==> src/rtl/inta_sequence_controller_if.sv <==
// rtl/inta_sequence_controller_if.sv - INTA# sequencing signal bundle between control logic and the sequence controller
interface inta_sequence_controller_if;
    logic       interrupt_acknowledge_n;
    logic       u8086_or_mcs80_config;
    logic       cascade_slave;
    logic       cascade_slave_match;
    logic [7:0] interrupt;
    logic [1:0] control_state;
    logic [7:0] interrupt_when_ack1;
    logic       cascade_output_ack_2_3;
    logic       isr_set;
    logic       spurious_interrupt;
    logic       end_of_acknowledge_sequence;
    logic       sequence_abort;

    modport master (
        output interrupt_acknowledge_n, u8086_or_mcs80_config, cascade_slave,
               cascade_slave_match, interrupt,
        input  control_state, interrupt_when_ack1, cascade_output_ack_2_3, isr_set,
               spurious_interrupt, end_of_acknowledge_sequence, sequence_abort
    );

    modport slave (
        input  interrupt_acknowledge_n, u8086_or_mcs80_config, cascade_slave,
               cascade_slave_match, interrupt,
        output control_state, interrupt_when_ack1, cascade_output_ack_2_3, isr_set,
               spurious_interrupt, end_of_acknowledge_sequence, sequence_abort
    );
endinterface

==> src/rtl/inta_sequence_controller.sv <==
// rtl/inta_sequence_controller.sv - 8259A INTA# acknowledge sequencer (optional inter-pulse timeout via INTA_TIMEOUT_EN)
module inta_sequence_controller #(
    parameter int TIMEOUT_CYCLES = 255,
    parameter int TIMEOUT_WIDTH  = 8
) (
    input  logic                         clock,
    input  logic                         reset_n,
    inta_sequence_controller_if.slave    bus
);
    typedef enum logic [1:0] {
        ST_IDLE = 2'b00,
        ST_ACK1 = 2'b01,
        ST_ACK2 = 2'b10,
        ST_ACK3 = 2'b11
    } state_t;

    state_t     state_q, state_d;
    logic       inta_meta_q, inta_sync_q, inta_prev_q;
    logic       inta_fall, inta_rise;
    logic       mode_8086_q, mode_8086_d;
    logic [7:0] irq_ack1_q, irq_ack1_d;
    logic       spurious_q, spurious_d;
    logic       isr_set_q, isr_set_d;
    logic       eoa_q, eoa_d;
    logic       cas_out_q, cas_out_d;
    logic       abort_q, abort_d;
    logic       timeout_hit;

    if (TIMEOUT_CYCLES >= (1 << TIMEOUT_WIDTH)) begin : g_cfg_bad
        $error("TIMEOUT_WIDTH too narrow for TIMEOUT_CYCLES");
    end

    assign inta_fall = inta_prev_q & ~inta_sync_q;
    assign inta_rise = ~inta_prev_q & inta_sync_q;

`ifdef INTA_TIMEOUT_EN
    logic [TIMEOUT_WIDTH-1:0] tmo_cnt_q, tmo_cnt_d;

    // Counts only idle-high time inside a sequence; a fall always restarts it.
    always_comb begin
        tmo_cnt_d   = tmo_cnt_q;
        timeout_hit = 1'b0;
        if (state_q == ST_IDLE || inta_fall || !inta_sync_q) begin
            tmo_cnt_d = '0;
        end else if (tmo_cnt_q == TIMEOUT_WIDTH'(TIMEOUT_CYCLES - 1)) begin
            tmo_cnt_d   = '0;
            timeout_hit = 1'b1;
        end else begin
            tmo_cnt_d = tmo_cnt_q + 1'b1;
        end
    end

    always_ff @(posedge clock or negedge reset_n) begin
        if (!reset_n) begin
            tmo_cnt_q <= '0;
        end else begin
            tmo_cnt_q <= tmo_cnt_d;
        end
    end
`else
    assign timeout_hit = 1'b0;
`endif

    always_ff @(posedge clock or negedge reset_n) begin
        if (!reset_n) begin
            inta_meta_q <= 1'b1;
            inta_sync_q <= 1'b1;
            inta_prev_q <= 1'b1;
            state_q     <= ST_IDLE;
            mode_8086_q <= 1'b0;
            irq_ack1_q  <= 8'h00;
            spurious_q  <= 1'b0;
            isr_set_q   <= 1'b0;
            eoa_q       <= 1'b0;
            cas_out_q   <= 1'b0;
            abort_q     <= 1'b0;
        end else begin
            inta_meta_q <= bus.interrupt_acknowledge_n;
            inta_sync_q <= inta_meta_q;
            inta_prev_q <= inta_sync_q;
            state_q     <= state_d;
            mode_8086_q <= mode_8086_d;
            irq_ack1_q  <= irq_ack1_d;
            spurious_q  <= spurious_d;
            isr_set_q   <= isr_set_d;
            eoa_q       <= eoa_d;
            cas_out_q   <= cas_out_d;
            abort_q     <= abort_d;
        end
    end

    always_comb begin
        state_d = state_q;
        unique case (state_q)
            ST_IDLE: if (inta_fall) state_d = ST_ACK1;
            ST_ACK1: if (inta_fall) state_d = ST_ACK2;
            ST_ACK2: begin
                if (mode_8086_q && inta_rise)       state_d = ST_IDLE;
                else if (!mode_8086_q && inta_fall) state_d = ST_ACK3;
            end
            ST_ACK3: if (inta_rise) state_d = ST_IDLE;
            default: state_d = ST_IDLE;
        endcase
        if (timeout_hit) state_d = ST_IDLE;
    end

    // Strobes are registered so they line up with the cycle the new state becomes visible.
    always_comb begin
        mode_8086_d = mode_8086_q;
        irq_ack1_d  = irq_ack1_q;
        spurious_d  = spurious_q;
        isr_set_d   = 1'b0;
        eoa_d       = 1'b0;
        abort_d     = timeout_hit;
        if (state_q == ST_IDLE && state_d == ST_ACK1) begin
            mode_8086_d = bus.u8086_or_mcs80_config;
            if (bus.interrupt == 8'h00) begin
                irq_ack1_d = 8'h80;
                spurious_d = 1'b1;
            end else begin
                irq_ack1_d = bus.interrupt;
                spurious_d = 1'b0;
                isr_set_d  = 1'b1;
            end
        end else if (state_q != ST_IDLE && state_d == ST_IDLE) begin
            irq_ack1_d = 8'h00;
            spurious_d = 1'b0;
            eoa_d      = ~timeout_hit;
        end
        cas_out_d = (state_d == ST_ACK2 || state_d == ST_ACK3)
                  & (~bus.cascade_slave | bus.cascade_slave_match);
    end

    assign bus.control_state               = state_q;
    assign bus.interrupt_when_ack1         = irq_ack1_q;
    assign bus.cascade_output_ack_2_3      = cas_out_q;
    assign bus.isr_set                     = isr_set_q;
    assign bus.spurious_interrupt          = spurious_q;
    assign bus.end_of_acknowledge_sequence = eoa_q;
    assign bus.sequence_abort              = abort_q;
endmodule

==> src/flat_wrapper.sv <==
// flat-port wrapper written by rule: the top's interface ports become plain ports
module inta_sequence_controller_flat 
#(
    parameter int TIMEOUT_CYCLES = 255,
    parameter int TIMEOUT_WIDTH  = 8
)
  (clock, reset_n, bus_interrupt_acknowledge_n, bus_u8086_or_mcs80_config, bus_cascade_slave, bus_cascade_slave_match, bus_interrupt, bus_control_state, bus_interrupt_when_ack1, bus_cascade_output_ack_2_3, bus_isr_set, bus_spurious_interrupt, bus_end_of_acknowledge_sequence, bus_sequence_abort);
  inta_sequence_controller_if bus_i ();
  input  logic clock;
  input  logic reset_n;
  input wire logic [$bits(bus_i.interrupt_acknowledge_n)-1:0] bus_interrupt_acknowledge_n;
  input wire logic [$bits(bus_i.u8086_or_mcs80_config)-1:0] bus_u8086_or_mcs80_config;
  input wire logic [$bits(bus_i.cascade_slave)-1:0] bus_cascade_slave;
  input wire logic [$bits(bus_i.cascade_slave_match)-1:0] bus_cascade_slave_match;
  input wire logic [$bits(bus_i.interrupt)-1:0] bus_interrupt;
  output wire logic [$bits(bus_i.control_state)-1:0] bus_control_state;
  output wire logic [$bits(bus_i.interrupt_when_ack1)-1:0] bus_interrupt_when_ack1;
  output wire logic [$bits(bus_i.cascade_output_ack_2_3)-1:0] bus_cascade_output_ack_2_3;
  output wire logic [$bits(bus_i.isr_set)-1:0] bus_isr_set;
  output wire logic [$bits(bus_i.spurious_interrupt)-1:0] bus_spurious_interrupt;
  output wire logic [$bits(bus_i.end_of_acknowledge_sequence)-1:0] bus_end_of_acknowledge_sequence;
  output wire logic [$bits(bus_i.sequence_abort)-1:0] bus_sequence_abort;
  assign bus_i.interrupt_acknowledge_n = bus_interrupt_acknowledge_n;
  assign bus_i.u8086_or_mcs80_config = bus_u8086_or_mcs80_config;
  assign bus_i.cascade_slave = bus_cascade_slave;
  assign bus_i.cascade_slave_match = bus_cascade_slave_match;
  assign bus_i.interrupt = bus_interrupt;
  assign bus_control_state = bus_i.control_state;
  assign bus_interrupt_when_ack1 = bus_i.interrupt_when_ack1;
  assign bus_cascade_output_ack_2_3 = bus_i.cascade_output_ack_2_3;
  assign bus_isr_set = bus_i.isr_set;
  assign bus_spurious_interrupt = bus_i.spurious_interrupt;
  assign bus_end_of_acknowledge_sequence = bus_i.end_of_acknowledge_sequence;
  assign bus_sequence_abort = bus_i.sequence_abort;
  inta_sequence_controller #(.TIMEOUT_CYCLES(TIMEOUT_CYCLES), .TIMEOUT_WIDTH(TIMEOUT_WIDTH)) u_core (.clock(clock), .reset_n(reset_n), .bus(bus_i));
endmodule
==> config.mk <==
export PLATFORM = sky130hd
export DESIGN_NAME = inta_sequence_controller_flat
export DESIGN_NICKNAME = d
export VERILOG_FILES = /design/src/rtl/inta_sequence_controller_if.sv /design/src/rtl/inta_sequence_controller.sv /design/src/flat_wrapper.sv
export SDC_FILE = /design/constraint.sdc
export NUM_CORES = 1
export LEC_CHECK = 0
export ABC_AREA = 1
export ABC_CLOCK_PERIOD_IN_PS = 2000
export CORE_ASPECT_RATIO = 0.9
export CORE_MARGIN = 4
export CORE_UTILIZATION = 30
export CTS_CLUSTER_DIAMETER = 40
export DETAILED_ROUTE_END_ITERATION = 8
export MAX_ROUTING_LAYER = met4
export PLACE_DENSITY = 0.56
export SYNTH_ARGS = -nofsm -noshare
export SYNTH_HDL_FRONTEND = slang
export SYNTH_SLANG_ARGS = --single-unit
==> constraint.sdc <==
create_clock -name clock -period 2 [get_ports clock]
set_clock_uncertainty 0.15 [all_clocks]
set_input_delay 0.3 -clock clock [delete_from_list [all_inputs] [get_ports clock]]
set_output_delay 0.3 -clock clock [all_outputs]
set_load 0.02 [all_outputs]
==> flow_metrics.tcl <==
set metrics [dict create \
    finalCritPeriodShare_pct 89.7 \
    power_uw 1480 \
    timing.fmax_mhz 557 \
    clkLatencyLatePin_ns 0.29 \
    setup_tns_ns 0 \
    start_util_pct 33.0 \
    holdBufCountCts 0 \
    htreeDepth 1 \
    synth_area_um2 746 \
    crit_path_end_kind "output port" \
    clockBufferDepth 2 \
    grt_pass1_wl_um 2680 \
    dpl.hpwl_um 1210 \
    drt_wl_total_um 1560 \
    dieArea_mm2 0.00335 \
    outcome "finished, final reports clean" \
    vias 640 \
    critPathBufInv 1 \
    drtAntennaViolNets 0 \
    synthMuxAreaShare_pct 0 \
    ys_async_sr_fraction_pct 100 \
    fp.dieW_um 60.6 \
    firstDrtPassIters 4 \
    fin_crit_ns 1.79 \
    final_nets 132 \
    rsz0062_at_grt "false" \
    p_leak_uw 0.000552 \
    irDropWorstVdd_mv 0.891 \
    synthXorXnorAreaFrac_pct 0 \
    wl_per_cell_um 10.8 \
    synthMostInstantiatedCell "nand2_1" \
    synthFlopType "dfrtp_1" \
    grt.overflow.total 0 \
    final-setup-viol-count 0 \
    max_stage_delay_ns 0.63 \
    rows 16 \
    antenna_found_initial 0 \
    syn_avg_cell_area_um2 8.67 \
    grt.total_usage_pct 10.9 \
    die_h_um 55.3 \
    ys_ff_latch 18 \
    synth_warnings 0 \
    dpl.cell_count 140 \
    cts-buffers-inserted 3 \
    crit_chain "clkdlybuf4s50_1" \
    hold_path_class "in2async" \
    via_per_inst 4.44 \
    detail_route.iter0.violations 19 \
    drc 0 \
    crit_path_max_fanout 5 \
    synth_compound_area_share_pct 3.86 \
    rr_worst_depth 7 \
    yosysSeqAreaShare_pct 60.9 \
    synthAdderAreaFrac_pct 0 \
    cpLargestDelayFamily "buffers and inverters" \
    yosys.area_share.simple_pct 28.2 \
    boundaryPins 29 \
    required_ns 1.55 \
    yosys.area.top_type "dfrtp_1" \
    synth_top_family_by_area "simple AND/OR/NAND/NOR gates" \
    core_mm2 0.00226 \
    utilization_pct 48.0 \
    r2r_slack_ns 0.53 \
    first_global_vias 635 \
    cts.clk_slew.worst_paths_ns 0.11 \
    cp_slowest_cell "clkdlybuf4s50_1" \
    cts_tree "yes" \
    maxCapViolations 0 \
    drive_gt1_share_pct 12.0 \
    drv_slew 0 \
    cp.arrival_ns 1.34 \
    cts_resized 0 \
    cts_setup_buffers 0 \
    startpoint_type "flop" \
    cp.depth 1 \
    cts_sinks 18 \
    synthTopCellsByArea "dfrtp_1, nand2_1, dfstp_2, nand3_1, inv_1" \
    numPortBuffers 27 \
    num_antenna_cells 0 \
    path_class "reg2out" \
    fin_cells 144 \
    grt_max_degree 19 \
    yosysTopAreaCellShare_pct 50.3 \
    cts_root_buffer "clkbuf_4" \
    place_congestion 0.807 \
    synth_cell_type_count 15 \
    synthToLayoutAreaGrowth_pct 45.6 \
    p_per_area_mw_per_mm2 1370 \
    synth_edf_count 0 \
    syn_inst 86 \
    synth_nets 100 \
    timing_hold_violations_final 0 \
    ys_top_cells_by_count "nand2_1, dfrtp_1, nand3_1" \
]
-- worst reg2reg max path, delay by kind of cell (launching register included) --
kind,cells,cell delay (ns)
AND/OR/NAND/NOR,5,0.47
flip-flops,1,0.55
AO/OA/AOI/OAI,1,0.16
buffers and inverters,1,0.04
-- report_power, final --
group | leakage, uW | internal [uW] | total, uW | switching, uW
Clock | 0.0000210 | 111 | 225 | 114
Sequential | 0.000229 | 495 | 574 | 78.3
Combinational | 0.000302 | 309 | 686 | 377
Total | 0.000552 | 915 | 1480 | 569
-- path summary, 6_finish.rpt --
path,start,to
min in group clock,u_core.inta_meta_q,u_core.inta_sync_q
max,u_core.bus.control_state[1],bus_control_state[1]
min,reset_n,u_core.bus.interrupt_when_ack1[5]
max in group asynchronous,reset_n,u_core.inta_prev_q
min reg2reg,u_core.inta_meta_q,u_core.inta_sync_q
max reg2reg,u_core.inta_sync_q,u_core.bus.interrupt_when_ack1[4]
-- per-stage QoR --
stage               area, um2  worst slack [ns]  hold WS, ns
floorplan                 746             0.662       -0.146
global placement         1050             0.544        0.197
detailed placement       1050             0.517        0.197
CTS                      1090             0.182        0.169
global route             1090             0.141        0.167
finish                   1090             0.206        0.167
-- per-layer routing --
layer / vias to the layer above / track usage, % / share of wire, %
li1: 322 / - / -
met1: 286 / 13.3 / 46
met2: 30 / 16.7 / 43
met3: 2 / 5.13 / 10
met4: 0 / 1.86 / 0.64
met5: - / - / 0
-- cell families (layout without fill, tap and decap cells) --
logic type,after synthesis,count (layout)
compound gates,5,5
simple gates,51,51
other cells,1,1
flops,18,18
buf+inv,11,42
-- final cells by class --
type	instances	area, um2
Tap cell	27	33.8
Multi-Input combinational cell	57	243
Fill cell	229	1180
Clock buffer	4	36.3
Sequential cell	18	454
Inverter	9	33.8
Timing Repair Buffer	29	285
-- sequential cells by signal (all words and copies together) (netlist names) --
name / cells
u_core.bus.cascade_output_ack_2_3: 1
u_core.bus.end_of_acknowledge_sequence: 1
u_core.bus.control_state: 2
u_core.bus.isr_set: 1
u_core.mode_8086_q: 1
u_core.inta_sync_q: 1
u_core.bus.spurious_interrupt: 1
u_core.bus.interrupt_when_ack1: 8
u_core.inta_prev_q: 1
u_core.inta_meta_q: 1
-- placed cells by master (no fill, tap or decap), types with 2 or more instances in the layout --
cell type | netlist | layout
nand2_1 | 32 | 32
clkdlybuf4s50_1 | 0 | 27
dfrtp_1 | 15 | 15
nand3_1 | 9 | 9
inv_1 | 7 | 7
nor2_1 | 7 | 7
clkbuf_4 | 0 | 3
dfstp_2 | 3 | 3
inv_2 | 2 | 2
nand2_2 | 2 | 2
a21oi_1 | 2 | 2
buf_4 | 2 | 2
(Power assumes the default switching activity.)
